File: src/rtl/iq_capture_buffer_if.sv
// Signal bundle for iq_capture_buffer: arm/length control, filtered sample stream,
// DAC output stream, capture read port and status flags.
interface iq_capture_buffer_if #(
    parameter int IN_W       = 12,
    parameter int OUT_W      = 10,
    parameter int HEAD_DEPTH = 64,
    parameter int TAIL_DEPTH = 64,
    parameter int LEN_W      = 16,
    parameter int ADDR_W     = $clog2(2*(HEAD_DEPTH+TAIL_DEPTH))
);
    logic                    arm;
    logic [LEN_W-1:0]        pkt_len;
    logic                    in_valid;
    logic signed [IN_W-1:0]  in_i;
    logic signed [IN_W-1:0]  in_q;
    logic                    out_valid;
    logic signed [OUT_W-1:0] out_i;
    logic signed [OUT_W-1:0] out_q;
    logic                    rd_req;
    logic [ADDR_W-1:0]       rd_addr;
    logic                    rd_ack;
    logic signed [IN_W-1:0]  rd_data;
    logic                    busy;
    logic                    done;
    logic                    len_err;

    modport master (
        output arm, pkt_len, in_valid, in_i, in_q, rd_req, rd_addr,
        input  out_valid, out_i, out_q, rd_ack, rd_data, busy, done, len_err
    );

    modport slave (
        input  arm, pkt_len, in_valid, in_i, in_q, rd_req, rd_addr,
        output out_valid, out_i, out_q, rd_ack, rd_data, busy, done, len_err
    );
endinterface

File: src/rtl/iq_capture_buffer.sv
// IQ capture buffer: 1-cycle DAC conversion path plus head/tail packet capture with read port.
// Define IQ_CAPTURE_ROUND_EN for round-half-up with saturation; default build truncates.
module iq_capture_buffer #(
    parameter int IN_W       = 12,
    parameter int OUT_W      = 10,
    parameter int HEAD_DEPTH = 64,
    parameter int TAIL_DEPTH = 64,
    parameter int LEN_W      = 16,
    parameter int ADDR_W     = $clog2(2*(HEAD_DEPTH+TAIL_DEPTH))
) (
    input  logic              clk,
    input  logic              rst,
    iq_capture_buffer_if.slave bus
);
    localparam int SHIFT  = IN_W - OUT_W;
    localparam int TP_W   = $clog2(TAIL_DEPTH);
    localparam int HP_W   = $clog2(HEAD_DEPTH);
    localparam int SLOT_W = ADDR_W - 1;
    localparam logic [LEN_W-1:0] MIN_LEN = LEN_W'(HEAD_DEPTH + TAIL_DEPTH);

    typedef enum logic [1:0] {IDLE, CAPTURE, DONE} state_t;

`ifdef IQ_CAPTURE_ROUND_EN
    localparam logic signed [IN_W:0] HALF = (IN_W+1)'(1) << (SHIFT-1);
    localparam logic signed [IN_W:0] MAXV = (IN_W+1)'((1 << (OUT_W-1)) - 1);
    localparam logic signed [IN_W:0] MINV = -MAXV - (IN_W+1)'(1);

    function automatic logic signed [OUT_W-1:0] conv(input logic signed [IN_W-1:0] x);
        logic signed [IN_W:0] sum;
        logic signed [IN_W:0] shr;
        sum = {x[IN_W-1], x} + HALF;
        shr = sum >>> SHIFT;
        if (shr > MAXV)      return MAXV[OUT_W-1:0];
        else if (shr < MINV) return MINV[OUT_W-1:0];
        else                 return shr[OUT_W-1:0];
    endfunction
`else
    function automatic logic signed [OUT_W-1:0] conv(input logic signed [IN_W-1:0] x);
        return x[IN_W-1:SHIFT];
    endfunction
`endif

    state_t                  state_q, state_d;
    logic [LEN_W-1:0]        cnt_q, len_q;
    logic [TP_W-1:0]         tp_q;
    logic                    len_err_q;
    logic                    out_valid_q;
    logic signed [OUT_W-1:0] out_i_q, out_q_q;
    logic                    rd_ack_q;
    logic signed [IN_W-1:0]  rd_data_q;
    logic                    accept, reject, wr_en;

    logic signed [IN_W-1:0]  head_i_mem [HEAD_DEPTH];
    logic signed [IN_W-1:0]  head_q_mem [HEAD_DEPTH];
    logic signed [IN_W-1:0]  ring_i_mem [TAIL_DEPTH];
    logic signed [IN_W-1:0]  ring_q_mem [TAIL_DEPTH];

    logic [SLOT_W-1:0]       slot;
    logic [TP_W-1:0]         ridx;
    logic signed [IN_W-1:0]  rd_sample;

    always_comb begin
        state_d = state_q;
        accept  = 1'b0;
        reject  = 1'b0;
        wr_en   = 1'b0;
        unique case (state_q)
            IDLE, DONE: begin
                if (bus.arm) begin
                    if (bus.pkt_len >= MIN_LEN) begin
                        accept  = 1'b1;
                        state_d = CAPTURE;
                    end else begin
                        reject = 1'b1;
                    end
                end
            end
            CAPTURE: begin
                // arm is deliberately not looked at here
                if (bus.in_valid) begin
                    wr_en = 1'b1;
                    if (cnt_q == len_q - 1'b1) state_d = DONE;
                end
            end
            default: state_d = IDLE;
        endcase
    end

    always_ff @(posedge clk or negedge rst) begin
        if (!rst) begin
            state_q     <= IDLE;
            cnt_q       <= '0;
            len_q       <= '0;
            tp_q        <= '0;
            len_err_q   <= 1'b0;
            out_valid_q <= 1'b0;
            out_i_q     <= '0;
            out_q_q     <= '0;
            rd_ack_q    <= 1'b0;
            rd_data_q   <= '0;
        end else begin
            state_q <= state_d;
            if (accept) begin
                len_q     <= bus.pkt_len;
                cnt_q     <= '0;
                tp_q      <= '0;
                len_err_q <= 1'b0;
            end else if (reject) begin
                len_err_q <= 1'b1;
            end
            if (wr_en) begin
                cnt_q <= cnt_q + 1'b1;
                tp_q  <= tp_q + 1'b1;
            end
            out_valid_q <= bus.in_valid;
            out_i_q     <= bus.in_valid ? conv(bus.in_i) : '0;
            out_q_q     <= bus.in_valid ? conv(bus.in_q) : '0;
            rd_ack_q    <= bus.rd_req;
            if (bus.rd_req) rd_data_q <= (state_q == DONE) ? rd_sample : '0;
        end
    end

    // Sample storage is never reset; reads are gated to 0 outside DONE instead.
    always_ff @(posedge clk) begin
        if (wr_en) begin
            if (cnt_q < LEN_W'(HEAD_DEPTH)) begin
                head_i_mem[HP_W'(cnt_q)] <= bus.in_i;
                head_q_mem[HP_W'(cnt_q)] <= bus.in_q;
            end
            ring_i_mem[tp_q] <= bus.in_i;
            ring_q_mem[tp_q] <= bus.in_q;
        end
    end

    // Tail slot 0 is the oldest entry, which sits at the current ring write pointer.
    always_comb begin
        slot      = bus.rd_addr[ADDR_W-1:1];
        ridx      = tp_q + TP_W'(slot - SLOT_W'(HEAD_DEPTH));
        rd_sample = '0;
        if (slot < SLOT_W'(HEAD_DEPTH))
            rd_sample = bus.rd_addr[0] ? head_q_mem[HP_W'(slot)] : head_i_mem[HP_W'(slot)];
        else
            rd_sample = bus.rd_addr[0] ? ring_q_mem[ridx] : ring_i_mem[ridx];
    end

    assign bus.busy      = (state_q == CAPTURE);
    assign bus.done      = (state_q == DONE);
    assign bus.len_err   = len_err_q;
    assign bus.out_valid = out_valid_q;
    assign bus.out_i     = out_i_q;
    assign bus.out_q     = out_q_q;
    assign bus.rd_ack    = rd_ack_q;
    assign bus.rd_data   = rd_data_q;
endmodule
File: src/flat_wrapper.sv
// flat-port wrapper written by rule: the top's interface ports become plain ports
module iq_capture_buffer_flat 
#(
    parameter int IN_W       = 12,
    parameter int OUT_W      = 10,
    parameter int HEAD_DEPTH = 64,
    parameter int TAIL_DEPTH = 64,
    parameter int LEN_W      = 16,
    parameter int ADDR_W     = $clog2(2*(HEAD_DEPTH+TAIL_DEPTH))
)
  (clk, rst, bus_arm, bus_pkt_len, bus_in_valid, bus_in_i, bus_in_q, bus_rd_req, bus_rd_addr, bus_out_valid, bus_out_i, bus_out_q, bus_rd_ack, bus_rd_data, bus_busy, bus_done, bus_len_err);
  iq_capture_buffer_if #(.IN_W(IN_W), .OUT_W(OUT_W), .HEAD_DEPTH(HEAD_DEPTH), .TAIL_DEPTH(TAIL_DEPTH), .LEN_W(LEN_W), .ADDR_W(ADDR_W)) bus_i ();
  input  logic clk;
  input  logic rst;
  input wire logic [$bits(bus_i.arm)-1:0] bus_arm;
  input wire logic [$bits(bus_i.pkt_len)-1:0] bus_pkt_len;
  input wire logic [$bits(bus_i.in_valid)-1:0] bus_in_valid;
  input wire logic [$bits(bus_i.in_i)-1:0] bus_in_i;
  input wire logic [$bits(bus_i.in_q)-1:0] bus_in_q;
  input wire logic [$bits(bus_i.rd_req)-1:0] bus_rd_req;
  input wire logic [$bits(bus_i.rd_addr)-1:0] bus_rd_addr;
  output wire logic [$bits(bus_i.out_valid)-1:0] bus_out_valid;
  output wire logic [$bits(bus_i.out_i)-1:0] bus_out_i;
  output wire logic [$bits(bus_i.out_q)-1:0] bus_out_q;
  output wire logic [$bits(bus_i.rd_ack)-1:0] bus_rd_ack;
  output wire logic [$bits(bus_i.rd_data)-1:0] bus_rd_data;
  output wire logic [$bits(bus_i.busy)-1:0] bus_busy;
  output wire logic [$bits(bus_i.done)-1:0] bus_done;
  output wire logic [$bits(bus_i.len_err)-1:0] bus_len_err;
  assign bus_i.arm = bus_arm;
  assign bus_i.pkt_len = bus_pkt_len;
  assign bus_i.in_valid = bus_in_valid;
  assign bus_i.in_i = bus_in_i;
  assign bus_i.in_q = bus_in_q;
  assign bus_i.rd_req = bus_rd_req;
  assign bus_i.rd_addr = bus_rd_addr;
  assign bus_out_valid = bus_i.out_valid;
  assign bus_out_i = bus_i.out_i;
  assign bus_out_q = bus_i.out_q;
  assign bus_rd_ack = bus_i.rd_ack;
  assign bus_rd_data = bus_i.rd_data;
  assign bus_busy = bus_i.busy;
  assign bus_done = bus_i.done;
  assign bus_len_err = bus_i.len_err;
  iq_capture_buffer #(.IN_W(IN_W), .OUT_W(OUT_W), .HEAD_DEPTH(HEAD_DEPTH), .TAIL_DEPTH(TAIL_DEPTH), .LEN_W(LEN_W), .ADDR_W(ADDR_W)) u_core (.clk(clk), .rst(rst), .bus(bus_i));
endmodule
File: config.mk
export PLATFORM = sky130hd
export DESIGN_NAME = iq_capture_buffer_flat
export DESIGN_NICKNAME = d
export VERILOG_FILES = /design/src/rtl/iq_capture_buffer_if.sv /design/src/rtl/iq_capture_buffer.sv /design/src/flat_wrapper.sv
export SDC_FILE = /design/constraint.sdc
export NUM_CORES = 2
export LEC_CHECK = 0
export CAP_MARGIN = 15
export CORE_MARGIN = 3
export CORE_UTILIZATION = 55
export CTS_BUF_LIST = sky130_fd_sc_hd__clkbuf_4
export DETAILED_ROUTE_END_ITERATION = 8
export MAX_ROUTING_LAYER = met4
export PLACE_DENSITY = 0.74
export SYNTH_ARGS = -nofsm -noshare
export SYNTH_HDL_FRONTEND = slang
export SYNTH_SLANG_ARGS = --single-unit
File: constraint.sdc
create_clock -name clk -period 3 [get_ports clk]
set_input_delay 0.6 -clock clk [delete_from_list [all_inputs] [get_ports clk]]
set_output_delay 0.6 -clock clk [all_outputs]
set_load 0.02 [all_outputs]
---- Yosys cells after proc, flatten, opt, wreduce, memory -nomap -nowiden ----
Memory sizes are Yosys's and may differ from the RTL's.
Cells that the tools add are included.
storage, ports and cells
  input port bits ......................... 53
  output and inout bits ................... 37
  register bits ........................... 75
  memories kept ........................... 4
  bits in writable memories ............... 3072
memories
  memory             words  bits a word  read ports  clocked after Yosys merged registers in  write ports  RTL line                 RTL
  u_core.head_i_mem  64     12           1           0                                        1            iq_capture_buffer.sv:53  logic signed [IN_W-1:0] head_i_mem [HEAD_DEPTH];
  u_core.head_q_mem  64     12           1           0                                        1            iq_capture_buffer.sv:54  logic signed [IN_W-1:0] head_q_mem [HEAD_DEPTH];
  u_core.ring_i_mem  64     12           1           0                                        1            iq_capture_buffer.sv:55  logic signed [IN_W-1:0] ring_i_mem [TAIL_DEPTH];
  u_core.ring_q_mem  64     12           1           0                                        1            iq_capture_buffer.sv:56  logic signed [IN_W-1:0] ring_q_mem [TAIL_DEPTH];
operators by class
  order comparisons ....................... 3
  add/subtract/negate cells ............... 5
  reductions and logical operators ........ 5
  equality and inequality tests ........... 7
  multiplexer cells ....................... 30
operator list
  kind                     number
  $mux W12                 4
  $mux W16                 2
  $mux W10                 2
  $add A16 B1 Y16 const B  1
  $eq A16 B16 Y1           1
  $ge A16 B8 Y1 const B    1
  $lt A16 B7 Y1 const B    1
  $sub A16 B1 Y16 const B  1
  $mux W1                  15
  $mux W6                  2
  $mux W2                  4
  $lt A7 B7 Y1 const B     1
  $add A6 B1 Y6 const B    1
  $add A6 B6 Y6            1
  $sub A6 B1 Y6 const B    1
  $ne A2 B1 Y1 const B     2
  $ne A2 B2 Y1 const B     2
  $pmux W2 S2              1
  $reduce_and A4 Y1        1
  $reduce_bool A2 Y1       2
  $eq A2 B1 Y1 const B     1
  $eq A2 B2 Y1 const B     1
  $logic_not A2 Y1         1
  $reduce_or A2 Y1         1

---- Longest topological paths before layout ----
  depth in word-level cells ............... 6
  mapped depth ............................ 12
  depth with buffers taken out ............ 9

---- Least setup slack after synthesis ----
OpenSTA, ideal clock, no wires.
  path kind ............................... register to register
  from .................................... reg u_core.state_q[0]
  to ...................................... mem u_core.ring_i_mem[39][0] (enable)
  buffers on the path ..................... 2
  required time ........................... 2595 ps
  arrival ................................. 2935 ps
  setup slack ............................. -340 ps
  cell stages (with the launch flop) ...... 7
  path through ............................ dfrtp_1 nor2b_1 nand2_1 clkbuf_1 or4b_2 clkbuf_1 nor2_1
between the ends
  word-level cells in the longest chain between the ends .. 4
ends and longest elaborated chain
  what                           RTL line                  RTL
  start: declaration             iq_capture_buffer.sv:43   state_t state_q, state_d;
  start signal: assignment       iq_capture_buffer.sv:102  state_q <= state_d;
  $eq A2 B1 Y1                   -
  via bus_busy                   flat_wrapper.sv:27        output wire logic [$bits(bus_i.busy)-1:0] bus_busy;
  $mux W1                        iq_capture_buffer.sv:67   unique case (state_q)
  $mux W1                        iq_capture_buffer.sv:125  if (wr_en) begin
  $mux W1 (implied by the code)  iq_capture_buffer.sv:130  ring_i_mem[tp_q] <= bus.in_i;
  end: declaration               iq_capture_buffer.sv:55
The timed path passes the listed nets, and every way through them passes these cells.

---- Worst setup path after layout ----
  from .................................... reg u_core.tp_q[0]
  to ...................................... reg u_core.rd_data_q[4] (netlist: u_core.bus.rd_data[4])
between the ends
  word-level cells in the longest chain between the ends .. 5
  elaborated cells between the ends (all ways) .. 6
  classes of those cells .................. add/sub: 1; mux: 3; memory: 2
ends and longest elaborated chain
  what                                       RTL line                  RTL
  start: declaration                         iq_capture_buffer.sv:45   logic [TP_W-1:0] tp_q;
  start signal: assignment                   iq_capture_buffer.sv:113  tp_q <= tp_q + 1'b1;
  $add A6 B6 Y6 (*)                          iq_capture_buffer.sv:138  ridx = tp_q + TP_W'(slot - SLOT_W'(HEAD_DEPTH));
  $mem_v2 Z64 W12, on equally long branches  -
  $mux W12 (*)                               iq_capture_buffer.sv:143  rd_sample = bus.rd_addr[0] ? ring_q_mem[ridx] : ring_i_mem[ridx];
  $mux W12 (*)                               iq_capture_buffer.sv:140  if (slot < SLOT_W'(HEAD_DEPTH))
  $mux W12 (*)                               iq_capture_buffer.sv:119  if (bus.rd_req) rd_data_q <= (state_q == DONE) ? rd_sample : '0;
  end signal: assignment                     iq_capture_buffer.sv:119
  end: declaration                           iq_capture_buffer.sv:50   logic signed [IN_W-1:0] rd_data_q;
Every way passes the cells marked *; elsewhere a longest branch is shown, timed or not.
A chain may end at the register's enable or synchronous reset.

==> flow_summary.yaml <==
worst_setup_path:
  cp-start-kind: "register"
  critPathKind: "reg -> reg"
  slowest_delay_ns: 0.86
  crit_fanout: 7
  arrival_ns: 4.80
  cp.required_ns: 4.32
  crit_chain: "ha_4 > fa_4 > buf_12 > buf_4 > mux4_2 > nand2_1 > nand3_2 > a31oi_1 > buf_4 > nand4_1 > and3_1"
  cpMaxStageDelayCell: "fa_4"
  path_delay_family: "adder cells"
  endpoint_kind: "register"
  worstPathBufferInverterCount: 3
  path_common_cell: "buf_4"
route:
  via_count: 67285
  avgRoutedWirePerCell_um: 30.5
  routed_wl_um: 327000
  drtAntennaViolNets: 0
  drcViolationCount: 0
  dr.pass1.iters: 6
  viasPerCell: 6.29
  drt_iter0_drc: 9284
yosys:
  synth_edf_count: 3072
  synth_area_per_cell_um2: 20.8
  ys_ff_latch: 3147
  netlist_area_um2: 122000
  synth_ff_type: "edfxtp_1"
  synth_commonest_cells: "edfxtp_1, mux4_2, nand2_1"
  synthCells: 5864
  synth_most_common_cell: "edfxtp_1"
  syn_nets: 5926
  synth_top_area_share_pct: 75.6
  yosys_warnings: 0
  async_reset_ff_share_pct: 2.38
  synth.distinct_cells: 66
  synthTopCellsByArea: "edfxtp_1, mux4_2, dfrtp_1"
  ys_seq_area_share_pct: 77.2
  synth_area_leader_cell: "edfxtp_1"
finish:
  fin_nets: 7214
  design_area_um2: 145000
  syn_to_final_growth_pct: 18.6
  drive_gt1_share_pct: 38.1
  fin_util_pct: 65.7
cts:
  clock_latency_ns: 1.43
  cts_tree: "yes"
  numCtsBuffers: 766
  htreeDepth: 6
  root_buffer: "clkbuf_4"
  max-clock-path-buffers: 4
  path_clk_slew_ns: 0.07
  clock_sinks: 3147
placed_design:
  io_buffer_count: 89
  hpwl_um: 197000
  dpl_worst_slack_ns: -1.16
  place_congestion: 0.956
  placed_area_um2: 134000
sta:
  period_needed_ns: 3.48
  rsz0062_at_grt: "true"
  slew_viol_final: 0
  postLayoutSetupSlackWorst_ns: -0.479
  worstMarginPinSlew_ns: 1.09
  fmax_mhz: 287
  relSlewSlack_pct: 27.0
  hold_viol: 0
  final.period_utilization_pct: 116
  clock_skew_ns: 0.0999
  setup_viol: 13
global_routing:
  grt_pass1_wl_um: 470000
  grt_pass1_vias: 68264
  antenna_found_initial: 18
  grt_util_all_layers_pct: 29.6
  grt_overflow: 0
  grt_max_degree: 130
floorplan:
  fp.dieW_um: 477
  ios: 90
  rows: 172
  die_h_um: 477
  core_um2: 220000
  dieArea_um2: 227000
  start_util_pct: 55.4
outcome:
  violations: "setup timing"
  status: "finished with violations"
power_and_ir_drop:
  ir_drop_mv: 0.646
  cellLeakagePower_nw: 48.1
  power.density_nw_per_um2: 819
run:
  maxCapViolations: 0
min_path:
  min_path_type: "in -> reg"
==> what timing repair did <==
item,4_1_cts,5_1_grt
endpoints found under the hold margin,3099,0
gates resized for setup,128,38
pin swaps,17,10
setup buffers,14,6
hold buffers,45,0
endpoints found under the setup margin,49,16
gates cloned,3,1
==> report_power, final <==
group	total (mW)	internal (mW)	switching, mW	leakage (nW)
Clock	34.8	18.2	16.6	5.74
Sequential	50.1	49.5	0.553	28.6
Combinational	33.6	14.9	18.7	13.8
==> layout by cell type, fill, tap and decap left out, drive strengths merged, types with 18 or more instances in the layout <==
cell	instances
buf	748
mux2	22
dlygate4sd2	33
clkinv	188
mux2i	100
nor2	195
nand3	276
o21ai	89
nand4	33
diode	18
dfrtp	75
nor3	28
inv	21
a22oi	64
mux4	761
clkbuf	1127
nor2b	24
dlygate4sd3	44
and2	25
and3	20
o211ai	35
a31oi	20
edfxtp	3072
clkdlybuf4s50	23
nand2b	22
a21oi	54
nand2	431
==> area by class of cell <==
class,count,area (um2)
Sequential cell,3147,94100
Fill cell,13994,75500
Multi-Input combinational cell,2375,26900
Timing Repair Buffer,851,10200
Clock buffer,1126,8450
Tap cell,2958,3700
Clock inverter,213,1160
Antenna cell,18,45.0
Inverter,11,41.3
==> per-stage QoR <==
step                power [mW]  hold WS (ns)  TNS, ns  std cells
finish                     118         0.115    -4.32      10699
global route               123        0.0226    -5.56      10694
CTS                        118       0.00281    -5.09      10674
detailed placement        82.5         0.501   -16.99       9274
global placement          82.0         0.485   -13.08       9274
floorplan                 67.6         0.304  -345.50       5864
==> cell families (layout without fill, tap and decap cells) <==
| logic type | Yosys count | in the layout | synth area share [%] |
|---|---|---|---|
| XOR/XNOR | 30 | 30 | 0.237 |
| AO/OA/AOI/OAI | 342 | 342 | 1.86 |
| AND/OR/NAND/NOR | 1111 | 1111 | 4.15 |
| multiplexers | 883 | 883 | 15.1 |
| flip-flops | 3147 | 3147 | 77.2 |
| other | 0 | 18 | 0 |
| adder cells (fa/ha/maj) | 9 | 9 | 0.0985 |
| buffers and inverters | 342 | 2201 | 1.39 |
==> flip-flops by register name, indices dropped and copies added, names as in the netlist <==
name,flops
u_core.bus.len_err,1
u_core.bus.out_i,10
u_core.bus.out_q,10
u_core.bus.out_valid,1
u_core.bus.rd_ack,1
u_core.bus.rd_data,12
u_core.cnt_q,16
u_core.head_i_mem,768
u_core.head_q_mem,768
u_core.len_q,16
u_core.ring_i_mem,768
u_core.ring_q_mem,768
u_core.state_q,2
u_core.tp_q,6
==> metal layers <==
layer | track usage [%] | routed length [um] | up-vias
li1 | - | - | 27370
met1 | 38.1 | 115000 | 34578
met2 | 45.3 | 160000 | 4642
met3 | 6.52 | 35600 | 695
met4 | 14.2 | 16400 | 0
met5 | - | 0 | -
==> final timing paths <==
kind	slack (ns)	startpoint	depth (start not counted)	to
setup / recovery	-0.48	u_core.tp_q[0]$_DFFE_PN0P_	11	u_core.bus.rd_data[4]$_DFFE_PN0P_
hold / removal	0.12	bus_in_i[0]	2	u_core.head_i_mem[28][0]$_DFFE_PP_
setup reg to reg	-0.48	u_core.tp_q[0]$_DFFE_PN0P_	11	u_core.bus.rd_data[4]$_DFFE_PN0P_
hold reg to reg	0.51	u_core.len_q[15]$_DFFE_PN0P_	2	u_core.len_q[15]$_DFFE_PN0P_
max in group asynchronous	2.15	rst	5	u_core.bus.rd_data[2]$_DFFE_PN0P_
min in group asynchronous	0.17	rst	4	u_core.len_q[9]$_DFFE_PN0P_
==> worst register-to-register path, delay by kind of cell, from the launching register on <==
| family | cells | cell delay, ns |
|---|---|---|
| mux | 1 | 0.32 |
| compound gates | 1 | 0.25 |
| fa+ha+maj | 2 | 1.03 |
| simple gates | 4 | 0.81 |
| flops | 1 | 0.41 |
| buf+inv | 3 | 0.55 |
No activity file was read; power rests on OpenSTA's default activity.
